**src/rtl/if_prefetch_unit.sv**
```systemverilog
// rtl/if_prefetch_unit.sv - instruction fetch front end with single-outstanding request and fetch FIFO
//
// Owns the fetch PC, issues one request at a time on the instruction-memory
// valid/ready bus, buffers {pc, instr} pairs in a DEPTH-entry FIFO and presents
// the head to the ID stage. A redirect from EX flushes the FIFO, retargets the
// fetch PC and drops any response still in flight for the old path.
//
// Ports:
//   clk, rst_n          core clock, asynchronous active-low reset
//   redirect_i          taken jump/branch resolved in EX this cycle
//   redirect_pc_i       redirect target (low two bits ignored)
//   imem_req_valid_o    fetch request valid (registered)
//   imem_req_ready_i    memory accepts the request
//   imem_req_addr_o     fetch address, word aligned
//   imem_rsp_valid_i    in-order instruction return, one per accepted request
//   imem_rsp_data_i     returned instruction
//   id_valid_o          FIFO head valid toward ID
//   id_ready_i          ID accepts the head this cycle
//   id_pc_o             PC of the head entry
//   id_instr_o          instruction of the head entry

module if_prefetch_unit #(
  parameter int              XLEN   = 64,
  parameter int              ILEN   = 32,
  parameter int              DEPTH  = 4,
  parameter logic [XLEN-1:0] RST_PC = 64'h8000_0000
) (
  input  logic            clk,
  input  logic            rst_n,
  input  logic            redirect_i,
  input  logic [XLEN-1:0] redirect_pc_i,
  output logic            imem_req_valid_o,
  input  logic            imem_req_ready_i,
  output logic [XLEN-1:0] imem_req_addr_o,
  input  logic            imem_rsp_valid_i,
  input  logic [ILEN-1:0] imem_rsp_data_i,
  output logic            id_valid_o,
  input  logic            id_ready_i,
  output logic [XLEN-1:0] id_pc_o,
  output logic [ILEN-1:0] id_instr_o
);

  localparam int              AW      = $clog2(DEPTH);
  localparam int              CW      = AW + 1;
  localparam logic [CW-1:0]   DEPTH_C = CW'(DEPTH);

  typedef enum logic [1:0] {
    S_REQ,
    S_WAIT,
    S_DROP
  } state_t;

  state_t          state;
  logic [XLEN-1:0] fetch_pc;
  logic [XLEN-1:0] req_pc;
  logic            req_valid;

  logic [CW-1:0]   count;
  logic [CW-1:0]   count_nxt;
  logic [AW-1:0]   wr_ptr;
  logic [AW-1:0]   rd_ptr;
  logic [XLEN-1:0] pc_mem    [DEPTH];
  logic [ILEN-1:0] instr_mem [DEPTH];

  logic            req_fire;
  logic            push;
  logic            pop;
  logic [XLEN-1:0] redirect_tgt;
  logic            unused_pc_bits;

  assign redirect_tgt   = {redirect_pc_i[XLEN-1:2], 2'b00};
  assign unused_pc_bits = ^redirect_pc_i[1:0];

  assign req_fire = req_valid & imem_req_ready_i;
  // A redirect suppresses both the push of a returning response and any pop.
  assign push     = (state == S_WAIT) & imem_rsp_valid_i & ~redirect_i;
  assign pop      = (count != '0) & id_ready_i & ~redirect_i;

  always_comb begin
    count_nxt = count;
    if (redirect_i) begin
      count_nxt = '0;
    end else if (push & ~pop) begin
      count_nxt = count + 1'b1;
    end else if (pop & ~push) begin
      count_nxt = count - 1'b1;
    end
  end

  // Request FSM. req_valid is registered and computed from the occupancy the
  // FIFO will have after this edge, so a request only issues with a free slot.
  always_ff @(posedge clk or negedge rst_n) begin
    if (!rst_n) begin
      state     <= S_REQ;
      fetch_pc  <= RST_PC;
      req_pc    <= '0;
      req_valid <= 1'b0;
    end else begin
      case (state)
        S_REQ: begin
          if (req_fire) begin
            req_pc    <= fetch_pc;
            req_valid <= 1'b0;
            // The old-path request already left; its response must be dropped.
            state     <= redirect_i ? S_DROP : S_WAIT;
            fetch_pc  <= redirect_i ? redirect_tgt : fetch_pc + XLEN'(4);
          end else begin
            // Address is held while valid is pending unless redirected.
            req_valid <= (count_nxt < DEPTH_C);
            if (redirect_i) begin
              fetch_pc <= redirect_tgt;
            end
          end
        end
        S_WAIT: begin
          if (redirect_i) begin
            fetch_pc <= redirect_tgt;
          end
          if (imem_rsp_valid_i) begin
            state     <= S_REQ;
            req_valid <= (count_nxt < DEPTH_C);
          end else if (redirect_i) begin
            state <= S_DROP;
          end
        end
        S_DROP: begin
          if (redirect_i) begin
            fetch_pc <= redirect_tgt;
          end
          if (imem_rsp_valid_i) begin
            state     <= S_REQ;
            req_valid <= (count_nxt < DEPTH_C);
          end
        end
        default: begin
          state     <= S_REQ;
          req_valid <= 1'b0;
        end
      endcase
    end
  end

  // Fetch FIFO: no bypass, head read straight from storage.
  always_ff @(posedge clk or negedge rst_n) begin
    if (!rst_n) begin
      count  <= '0;
      wr_ptr <= '0;
      rd_ptr <= '0;
      for (int i = 0; i < DEPTH; i++) begin
        pc_mem[i]    <= '0;
        instr_mem[i] <= '0;
      end
    end else begin
      count <= count_nxt;
      if (redirect_i) begin
        wr_ptr <= '0;
        rd_ptr <= '0;
      end else begin
        if (push) begin
          pc_mem[wr_ptr]    <= req_pc;
          instr_mem[wr_ptr] <= imem_rsp_data_i;
          wr_ptr            <= wr_ptr + 1'b1;
        end
        if (pop) begin
          rd_ptr <= rd_ptr + 1'b1;
        end
      end
    end
  end

  assign imem_req_valid_o = req_valid;
  assign imem_req_addr_o  = fetch_pc;
  assign id_valid_o       = (count != '0);
  assign id_pc_o          = pc_mem[rd_ptr];
  assign id_instr_o       = instr_mem[rd_ptr];

endmodule

```
**config.mk**
```make
export PLATFORM = sky130hd
export DESIGN_NAME = if_prefetch_unit
export DESIGN_NICKNAME = d
export VERILOG_FILES = /design/src/rtl/if_prefetch_unit.sv
export SDC_FILE = /design/constraint.sdc
export NUM_CORES = 1
export LEC_CHECK = 0
export CORE_MARGIN = 1.5
export CORE_UTILIZATION = 57
export DETAILED_ROUTE_END_ITERATION = 10
export PLACE_DENSITY = 0.78
export SETUP_SLACK_MARGIN = 0.05
export SLEW_MARGIN = 20
export SYNTH_ARGS = -nofsm -noshare
export SYNTH_HDL_FRONTEND = slang
export SYNTH_SLANG_ARGS = --single-unit
```
**constraint.sdc**
```tcl
create_clock -name clk -period 4.25 [get_ports clk]
set_input_delay 0.6375 -clock clk [delete_from_list [all_inputs] [get_ports clk]]
set_output_delay 0.6375 -clock clk [all_outputs]
set_load 0.05 [all_outputs]
```
==> results of run 1 <==
final cells by class:
| cell class | instances | area share [%] |
|---|---|---|
| timing repair buffer | 292 | 10.4 |
| multi-input combinational | 1020 | 35.3 |
| sequential | 522 | 45.8 |
| inverter | 15 | 0.197 |
| clock inverter | 13 | 0.328 |
| tap | 532 | 2.33 |
| clock buffer | 81 | 5.65 |
| antenna | 4 | 0.0350 |
worst max-delay path, cell delays in order (launching register included):
cell	delay (ns)
sky130_fd_sc_hd__dfrtp_4	0.44
sky130_fd_sc_hd__buf_12	0.47
sky130_fd_sc_hd__mux4_2	0.62
sky130_fd_sc_hd__clkdlybuf4s50_1	0.74
registers in the layout, summed over array words and instances (netlist names):
register,count
pc_mem,256
count,3
state,2
imem_req_addr_o,64
instr_mem,128
req_pc,64
rd_ptr,2
imem_req_valid_o,1
wr_ptr,2
synthesized netlist by cell type (3+ instances only):
| master | n | share of area [%] |
|---|---|---|
| sky130_fd_sc_hd__a21oi_1 | 27 | 0.57 |
| sky130_fd_sc_hd__a22o_1 | 3 | 0.11 |
| sky130_fd_sc_hd__a22oi_1 | 24 | 0.76 |
| sky130_fd_sc_hd__a31oi_1 | 10 | 0.27 |
| sky130_fd_sc_hd__and2_1 | 7 | 0.19 |
| sky130_fd_sc_hd__and3_1 | 8 | 0.21 |
| sky130_fd_sc_hd__and4_1 | 12 | 0.45 |
| sky130_fd_sc_hd__buf_1 | 43 | 0.68 |
| sky130_fd_sc_hd__buf_2 | 3 | 0.064 |
| sky130_fd_sc_hd__clkbuf_1 | 62 | 0.99 |
| sky130_fd_sc_hd__dfrtp_1 | 521 | 55 |
| sky130_fd_sc_hd__ha_1 | 12 | 0.64 |
| sky130_fd_sc_hd__inv_1 | 13 | 0.21 |
| sky130_fd_sc_hd__mux2_2 | 444 | 21 |
| sky130_fd_sc_hd__mux2i_1 | 11 | 0.47 |
| sky130_fd_sc_hd__mux4_2 | 96 | 9.2 |
| sky130_fd_sc_hd__nand2_1 | 78 | 1.2 |
| sky130_fd_sc_hd__nand2b_1 | 3 | 0.080 |
| sky130_fd_sc_hd__nand3_1 | 52 | 1.1 |
| sky130_fd_sc_hd__nand4_1 | 27 | 0.72 |
| sky130_fd_sc_hd__nor2_1 | 43 | 0.68 |
| sky130_fd_sc_hd__nor2b_1 | 8 | 0.21 |
| sky130_fd_sc_hd__nor3_1 | 17 | 0.36 |
| sky130_fd_sc_hd__nor4_1 | 13 | 0.34 |
| sky130_fd_sc_hd__o211ai_1 | 10 | 0.32 |
| sky130_fd_sc_hd__o21a_1 | 3 | 0.095 |
| sky130_fd_sc_hd__o21ai_0 | 35 | 0.74 |
| sky130_fd_sc_hd__o21ai_1 | 3 | 0.064 |
| sky130_fd_sc_hd__o221a_2 | 3 | 0.14 |
| sky130_fd_sc_hd__o22ai_1 | 12 | 0.32 |
| sky130_fd_sc_hd__o311ai_1 | 3 | 0.11 |
| sky130_fd_sc_hd__or3_1 | 9 | 0.24 |
| sky130_fd_sc_hd__or4_1 | 7 | 0.22 |
| sky130_fd_sc_hd__xor2_1 | 3 | 0.11 |
placed cells by master (no fill, tap or decap), drive strengths merged, types with 16 or more instances in the layout:
cell type      netlist  routed
nor4                16      16
clkbuf              62      81
mux2               444     444
nand2               78      78
o21ai               38      38
dfrtp              521     521
nand3               53      53
clkdlybuf4s50        0     259
a21oi               27      27
nand4               27      27
a22oi               24      24
nor2                43      43
mux4                96      96
buf                 47      33
nor3                17      17
per-layer routing:
layer | routed length (um) | global-route usage, % | vias up
met4 | 1580 | 9.65 | 14
met5 | 84 | 0 | -
met3 | 4080 | 7.03 | 115
li1 | - | - | 6745
met2 | 28700 | 45.7 | 491
met1 | 24700 | 37.7 | 8086
power groups by stage:
| stage | registers [uW] | clock network, uW | logic [uW] |
|---|---|---|---|
| final | 7110 | 4580 | 7250 |
| after global routing | 7280 | 4850 | 7630 |
| after CTS | 7100 | 4660 | 7310 |
| after detailed placement | 7170 | 0 | 7270 |
| after global placement | 7070 | 0 | 7160 |
| after floorplan | 7350 | 0 | 4530 |
logic make-up (layout without fill, tap and decap cells):
| group | after synthesis | after routing |
|---|---|---|
| compound gates | 157 | 157 |
| xor+xnor | 5 | 5 |
| fa+ha+maj | 12 | 12 |
| buf+inv | 124 | 401 |
| flops | 522 | 522 |
| mux | 551 | 551 |
| other cells | 0 | 4 |
| simple gates | 295 | 295 |
worst paths after layout:
kind                                                   end
min in group clk                     rd_ptr[0]$_DFFE_PN0P_
max in group asynchronous           pc_mem[20]$_DFFE_PN0P_
max reg2reg                imem_req_addr_o[28]$_DFFE_PN0P_
min reg2reg                      instr_mem[13]$_DFFE_PN0P_
min                             instr_mem[121]$_DFFE_PN0P_
max                                            id_pc_o[39]
metrics by stage:
step / util [%] / hold WS [ns] / power (uW) / std cells / setup WS (ns)
detailed placement: 65.8 / 0.487 / 14400 / 2381 / 0.831
CTS: 69.9 / 0.180 / 19100 / 2475 / 0.591
global route: 70.0 / 0.226 / 19800 / 2478 / 0.527
floorplan: - / 0.342 / 11900 / 1666 / 1.52
global placement: 65.8 / 0.481 / 14200 / 2381 / 0.918
finish: 70.0 / 0.165 / 18900 / 2479 / 0.641
==> Implementation_results.wiki, run 1 <==
{| class="wikitable"
! Metric !! Value
|-
| Number of nets at the end of the flow || between 2,000 and 2,500
|-
| Area share of fa/ha/maj cells after synthesis || less than 1%
|-
| Source of the critical timing path || rd_ptr[0]$_DFFE_PN0P_
|-
| Final Setup Violations || 0
|-
| Clock transition time at the flip-flop clock pins of the worst setup and hold paths || roughly 0.060 ns
|-
| Area growth, synth to finish || 21.1%
|-
| Multi-input logic area || approximately 0.010 mm^2
|-
| Part of the power in combinational logic || between 30% and 40%
|-
| # DRC || 0
|-
| Class of the tightest hold or removal check || in2async
|-
| Synthesized-area fraction occupied by xor and xnor cells || 0.186%
|-
| Die ar. || about 0.043 mm^2
|-
| Part of the power in the clock network || 24.2%
|-
| Worst clock skew on the final layout || around 0.016 ns
|-
| R2R Path Start || imem_req_addr_o[2]$_DFFE_PN0P_
|-
| Worst-Skew Late Latency || 0.60 ns
|-
| Worst slew margin relative to its limit || between 20% and 30%
|-
| Switching share of power || around two fifths
|-
| Number of buffers on the longest clock path || 3
|-
| Asr flop ratio synth || between 90% and 100%
|-
| DIE HEIGHT || between 200 and 250 um
|-
| DRT antenna net count || 0
|-
| Sequential cell fraction of total power || a little under two fifths
|-
| Unrepaired setup endpoints after global routing || false
|-
| Share of the clock period used by the worst path || a little over four fifths
|-
| IO Port Bufs || about 260
|-
| Warnings, synthesis || 0
|-
| Highest ir drop seen on vdd || roughly 0.47 mV
|-
| CTS root buf || sky130_fd_sc_hd__clkbuf_16
|-
| Max-cap violations || 0
|-
| Critical path fanouts, max || 70
|-
| Average instance area after synthesis || between 10 and 15 um^2
|-
| Final routed wire length divided by cell count || 23.8 um
|-
| Count of flip-flops with a built-in enable after synthesis || 0
|-
| Net switching power of the design || approximately 7300 uW
|-
| Ports placed on the boundary || approximately 260
|-
| Area taken by flip-flops and latches || around 0.013 mm^2
|-
| Fin. Hold Viols || 0
|-
| Critical Setup Path Class || reg2out
|-
| Crit start category || register
|-
| Cell Int Power || around 12,000 uW
|-
| Placement Cell Area || 0.0268 mm^2
|-
| Dominant combinational cell family by area after synthesis || multiplexers
|-
| Fill count || 2,791
|-
| Clock tree from TritonCTS || built
|-
| Number of vias per cell after detailed routing || just over 6
|-
| Sink Count || roughly 520
|-
| Detailed-routing iteration count for the pre-antenna-repair pass || 5
|-
| Proportion of layout cells with a drive suffix above 1 || a little over a third
|-
| Number of clock buffers inserted by TritonCTS || 53
|-
| Number of buffers inserted by post-CTS setup repair || 0
|-
| Last weighted congestion value of the routability-driven placer || between 0.8 and 0.9
|-
| Estimated wirelength of the detail-placed design || 37,200 um
|-
| Initial standard-cell utilization of the core || approximately 58%
|-
| Post-Synthesis Cells || between 1,500 and 2,000
|-
| Clock period minus final worst setup slack || about 3.6 ns
|-
| Post-Synthesis Cell Area || between 0.02 and 0.025 mm^2
|-
| Pin count of the biggest net entering global routing || between 100 and 150
|-
| H-tree lvl count || 2
|-
| First-pass GRT wire length || just over 90,000 um
|-
| Required time of the critical path || between 3 and 4 ns
|-
| Total via count after detailed routing || around 15,000
|-
| Area of the placeable core || around 0.04 mm^2
|-
| Finished Cell Area || between 0.02 and 0.03 mm^2
|-
| Antenna violations before repair || 10
|-
| Number of distinct standard cells referenced by the synthesized netlist || 64
|-
| Total length of routed wires || 59,100 um
|-
| Multiplexer share of the synthesized area || between 30 and 40%
|-
| Worst EP arrival || roughly 3.0 ns
|-
| DIE WIDTH || approximately 210 um
|-
| Crit path capture type || primary output
|-
| Slew @ Worst Pin || 1.12 ns
|-
| Number of design-rule violations left by the first detailed-router iteration || between 1,000 and 1,500
|-
| Floorplan row count || 74
|-
| Synth Register Bits || around 520
|-
| Hold buffer count at CTS || 0
|-
| Fmax || between 0.2 and 0.3 GHz
|-
| Synth Flop Type || sky130_fd_sc_hd__dfrtp_1
|-
| Post-cts repair resize count || 0
|-
| Length in cells of the worst reg-to-reg path || 7
|-
| Setup slack, reg-to-reg || roughly 1.1 ns
|-
| Basic-gate share of the synthesized area counting and, or, nand and nor cells || between 6 and 7%
|-
| Total grt overflow || 0
|-
| Static power due to leakage || 0.0130 uW
|-
| Ratio of total power to cell area || 663 mW/mm^2
|-
| Portion of the post-synthesis area used by sequential elements || a little under three fifths
|-
| Slew Limit Fails || 0
|-
| Number of global-route vias before repair || 16,284
|-
| Syn nets || 1,780
|-
| Post-route setup TNS || 0 ns
|-
| Run status || completed
|-
| Synth Area in Compound Gates || ~4.4%
|-
| Total routing usage reported by global routing || between 20% and 30%
|}
Power figures use the tool's default switching activity.
==> run 2, diff against run 1 <==
--- a/config.mk
+++ b/config.mk
@@ -6,9 +6,9 @@
 export NUM_CORES = 1
 export LEC_CHECK = 0
 export CORE_MARGIN = 1.5
-export CORE_UTILIZATION = 57
+export CORE_UTILIZATION = 51
 export DETAILED_ROUTE_END_ITERATION = 10
-export PLACE_DENSITY = 0.78
+export PLACE_DENSITY = 0.73
 export SETUP_SLACK_MARGIN = 0.05
 export SLEW_MARGIN = 20
 export SYNTH_ARGS = -nofsm -noshare
==> constraint.sdc (replaced) <==
create_clock -name clk -period 2.9 [get_ports clk]
set_input_delay 0.435 -clock clk [delete_from_list [all_inputs] [get_ports clk]]
set_output_delay 0.435 -clock clk [all_outputs]
set_load 0.05 [all_outputs]
==> Implementation_results.wiki, run 2 (synthesized netlist as in run 1, its figures left out) <==
{| class="wikitable"
! Metric !! Value
|-
| H-tree lvl count || 2 (unchanged)
|-
| Highest-count cells in the layout ignoring fill and taps || 519 x sky130_fd_sc_hd__dfrtp_1, 444 x sky130_fd_sc_hd__mux2_2, 162 x sky130_fd_sc_hd__clkdlybuf4s50_1 (was 519 x sky130_fd_sc_hd__dfrtp_1, 444 x sky130_fd_sc_hd__mux2_2, 259 x sky130_fd_sc_hd__clkdlybuf4s50_1)
|-
| R2R Path Start || state[1]$_DFFE_PN0P_ (was imem_req_addr_o[2]$_DFFE_PN0P_)
|-
| Length in cells of the worst reg-to-reg path || 8 (was 7)
|-
| DIE WIDTH || 218 um (was 206 um)
|-
| Worst flop-to-flop path endpoint || imem_req_addr_o[43]$_DFFE_PN0P_ (was imem_req_addr_o[28]$_DFFE_PN0P_)
|-
| DRT antenna net count || 0 (unchanged)
|-
| Estimated wirelength of the detail-placed design || 40,300 um (was 37,200 um)
|-
| Setup slack, reg-to-reg || 0.19 ns (was 1.12 ns)
|-
| Slew Limit Fails || 0 (unchanged)
|-
| Clock period minus final worst setup slack || ~2.7 ns
|-
| CTS root buf || sky130_fd_sc_hd__clkbuf_16 (unchanged)
|-
| Unrepaired setup endpoints after global routing || false (unchanged)
|-
| Part of the power in the clock network || 25.8% (was 24.2%)
|-
| Delay of the slowest cell on the worst path || 0.50 ns (was 0.74 ns)
|-
| Fmax || approximately 0.37 GHz
|-
| Cell type group with the largest total delay on the critical path || simple AND/OR/NAND/NOR gates (was buffers and inverters)
|-
| Ports placed on the boundary || 264 (unchanged)
|-
| DIE HEIGHT || 218 um (was 206 um)
|-
| Critical Setup Path Class || reg2reg (was reg2out)
|-
| Largest register by flop count || pc_mem (unchanged)
|-
| Number of global-route vias before repair || 16,674 (was 16,284)
|-
| Class of the tightest hold or removal check || in2reg (was in2async)
|-
| Area growth, synth to finish || 24.4% (was 21.1%)
|-
| First-pass GRT wire length || 96,100 um (was 92,400 um)
|-
| DRT met1 WL || 26,300 um (was 24,700 um)
|-
| Total grt overflow || 0 (unchanged)
|-
| Clock transition time at the flip-flop clock pins of the worst setup and hold paths || 0.06 ns (about the same)
|-
| Met2 Wirelength || 28,600 um (was 28,700 um)
|-
| Slowest-stage cell, CP || sky130_fd_sc_hd__or4_1 (was sky130_fd_sc_hd__clkdlybuf4s50_1)
|-
| Critical path fanouts, max || 6 (was 70)
|-
| Hold Crit Start || redirect_i
|-
| Antenna violations before repair || 10 (unchanged)
|-
| Crit path capture type || register (was primary output)
|-
| Number of clock buffers inserted by TritonCTS || 54 (was 53)
|-
| Share of the clock period used by the worst path || about 94%
|-
| Cell count of the worst hold path || 3
|-
| IO Port Bufs || 261 (unchanged)
|-
| Final routed wire length divided by cell count || 23.3 um (was 23.8 um)
|-
| Ratio of total power to cell area || 974 mW/mm^2 (was 663 mW/mm^2)
|-
| Cell Int Power || 17,800 uW (was 11,700 uW)
|-
| Endpoint, Worst Hold || rd_ptr[1]$_DFFE_PN0P_
|-
| Pin count of the biggest net entering global routing || 78 (was 124)
|-
| Initial standard-cell utilization of the core || 51.9% (was 57.8%)
|-
| Most common cell after layout, fill and taps aside || sky130_fd_sc_hd__dfrtp_1 (unchanged)
|-
| Fin. Hold Viols || 0 (unchanged)
|-
| Sink Count || 522 (unchanged)
|-
| Total routing usage reported by global routing || 26.4% (was 28.4%)
|-
| Highest ir drop seen on vdd || 0.772 mV (was 0.471 mV)
|-
| Largest registers || pc_mem x256, instr_mem x128 (unchanged)
|-
| Switching share of power || 37.7% (was 38.4%)
|-
| Number of buffers on the longest clock path || 3 (unchanged)
|-
| Run status || completed (unchanged)
|-
| Worst clock skew on the final layout || 0.0135 ns (was 0.0160 ns)
|-
| Part of the power in combinational logic || 38.5% (was 38.3%)
|-
| Slew @ Worst Pin || 0.717 ns (was 1.12 ns)
|-
| Die ar. || 0.0475 mm^2 (was 0.0426 mm^2)
|-
| Post-route setup TNS || 0 ns (unchanged)
|-
| # DRC || 0 (unchanged)
|-
| Final Setup Violations || 0 (unchanged)
|-
| Total length of routed wires || 60,900 um (was 59,100 um)
|-
| Required time of the critical path || 3.43 ns (was 3.61 ns)
|-
| Highest signal layer in the routed design || met5 (unchanged)
|-
| Cell Chain, Critical Path || inv_1 > ha_1 > nand4bb_1 > nor3_1 > nor2b_1 > nand2_1 > or4_1 > nand3_1 (was buf_12 > mux4_2 > clkdlybuf4s50_1)
|-
| Worst-Skew Late Latency || 0.60 ns (about the same)
|-
| Worst EP arrival || 3.24 ns (was 2.97 ns)
|-
| Last weighted congestion value of the routability-driven placer || 0.846 (was 0.817)
|-
| Number of nets at the end of the flow || 2,081 (was 2,018)
|-
| Static power due to leakage || 0.0136 uW (was 0.0130 uW)
|-
| Total buffers and inverters traversed by the critical path || 1 (was 2)
|-
| Number of design-rule violations left by the first detailed-router iteration || 1,018 (was 1,046)
|-
| Utilization after layout || 64.5% (was 70.0%)
|-
| Proportion of layout cells with a drive suffix above 1 || 41.6% (was 34.9%)
|-
| Net switching power of the design || 10,800 uW (was 7270 uW)
|-
| Number of vias per cell after detailed routing || 6.02 (was 6.23)
|-
| Clock tree from TritonCTS || built (unchanged)
|-
| Area of the placeable core || 0.0455 mm^2 (was 0.0408 mm^2)
|-
| Detailed-routing iteration count for the pre-antenna-repair pass || 7 (was 5)
|-
| Detail Route met3 WL || 4480 um (was 4080 um)
|-
| Total via count after detailed routing || 15,713 (was 15,451)
|-
| Max reg flops || 256 (unchanged)
|-
| Crit start category || register (unchanged)
|-
| Sequential cell fraction of total power || 35.7% (was 37.5%)
|-
| Worst slew margin relative to its limit || 51.8% (was 24.9%)
|-
| Floorplan row count || 78 (was 74)
|-
| Max-cap violations || 0 (unchanged)
|}
## run 2: cell types whose count changed in the layout (fill, tap and decap cells not counted), moves of 2 or more
cell and change:
sky130_fd_sc_hd__clkbuf_1 +3, sky130_fd_sc_hd__buf_12 +20, sky130_fd_sc_hd__diode_2 -3, sky130_fd_sc_hd__clkinvlp_4 +2
sky130_fd_sc_hd__clkdlybuf4s50_1 -97, sky130_fd_sc_hd__buf_4 +137, sky130_fd_sc_hd__bufinv_16 +6, sky130_fd_sc_hd__clkinv_2 -8
sky130_fd_sc_hd__clkbuf_16 +2
## run 2: cell type report
cell class / instances / area (um^2)
Fill cell: 3341 / 16100
Antenna cell: 1 / 2.50
Sequential cell: 522 / 13100
Timing Repair Buffer: 354 / 3440
Tap cell: 600 / 751
Inverter: 15 / 56.3
Clock inverter: 12 / 240
Clock buffer: 86 / 1680
Multi-Input combinational cell: 1020 / 10100
## run 2: stage by stage
stage,cells,hold slack [ns],setup WS (ns),total power [uW],instance area [um^2]
after CTS,2609,0.338,0.136,28800,29300
after global routing,2610,0.368,0.0769,29900,29300
after floorplan,1666,0.139,0.232,17400,23600
after global placement,2507,0.462,0.163,21000,27300
final,2610,0.367,0.187,28600,29300
after detailed placement,2507,0.465,0.121,21300,27300
## run 2: routing by layer
metal	global-route usage [%]	vias up
met2	41.5	483
met5	0	-
met4	7.40	10
li1	-	6893
met1	35.9	8218
met3	7.34	109
## run 2: power groups by stage
stage          combinational [uW]  sequential, uW  clock [uW]
6_report                    11000           10200        7380
5_1_grt                     11600           10400        7840
4_1_cts                     11100           10200        7540
3_5_place_dp                10900           10400           0
3_3_place_gp                10800           10200           0
2_1_floorplan                6630           10800           0
## run 2: worst register-to-register path, cell delays in order (launching register included)
cell,delay (ns)
sky130_fd_sc_hd__dfrtp_1,0.40
sky130_fd_sc_hd__inv_1,0.09
sky130_fd_sc_hd__ha_1,0.34
sky130_fd_sc_hd__nand4bb_1,0.35
sky130_fd_sc_hd__nor3_1,0.30
sky130_fd_sc_hd__nor2b_1,0.37
sky130_fd_sc_hd__nand2_1,0.22
sky130_fd_sc_hd__or4_1,0.50
sky130_fd_sc_hd__nand3_1,0.08
## run 2: worst max-delay path by stage
stage / from / to / slack [ns] / depth (start not counted)
finish: state[1]$_DFFE_PN0P_ / imem_req_addr_o[43]$_DFFE_PN0P_ / 0.19 / 8
global route: state[1]$_DFFE_PN0P_ / imem_req_addr_o[43]$_DFFE_PN0P_ / 0.08 / 8
CTS: count[0]$_DFFE_PN0P_ / id_valid_o / 0.14 / 4
detailed placement: imem_rsp_valid_i / pc_mem[126]$_DFFE_PN0P_ / 0.12 / 6
global placement: imem_rsp_valid_i / instr_mem[32]$_DFFE_PN0P_ / 0.16 / 6
floorplan: imem_req_addr_o[2]$_DFFE_PN0P_ / imem_req_addr_o[52]$_DFFE_PN0P_ / 0.23 / 8
## run 2: timing repair
action                                  in CTS  in global routing
endpoints found under the setup margin      43                  2
gates resized for setup                      0                  2
setup buffers                                3                  0
hold buffers                                 1                  0
endpoints found under the hold margin       60                  0
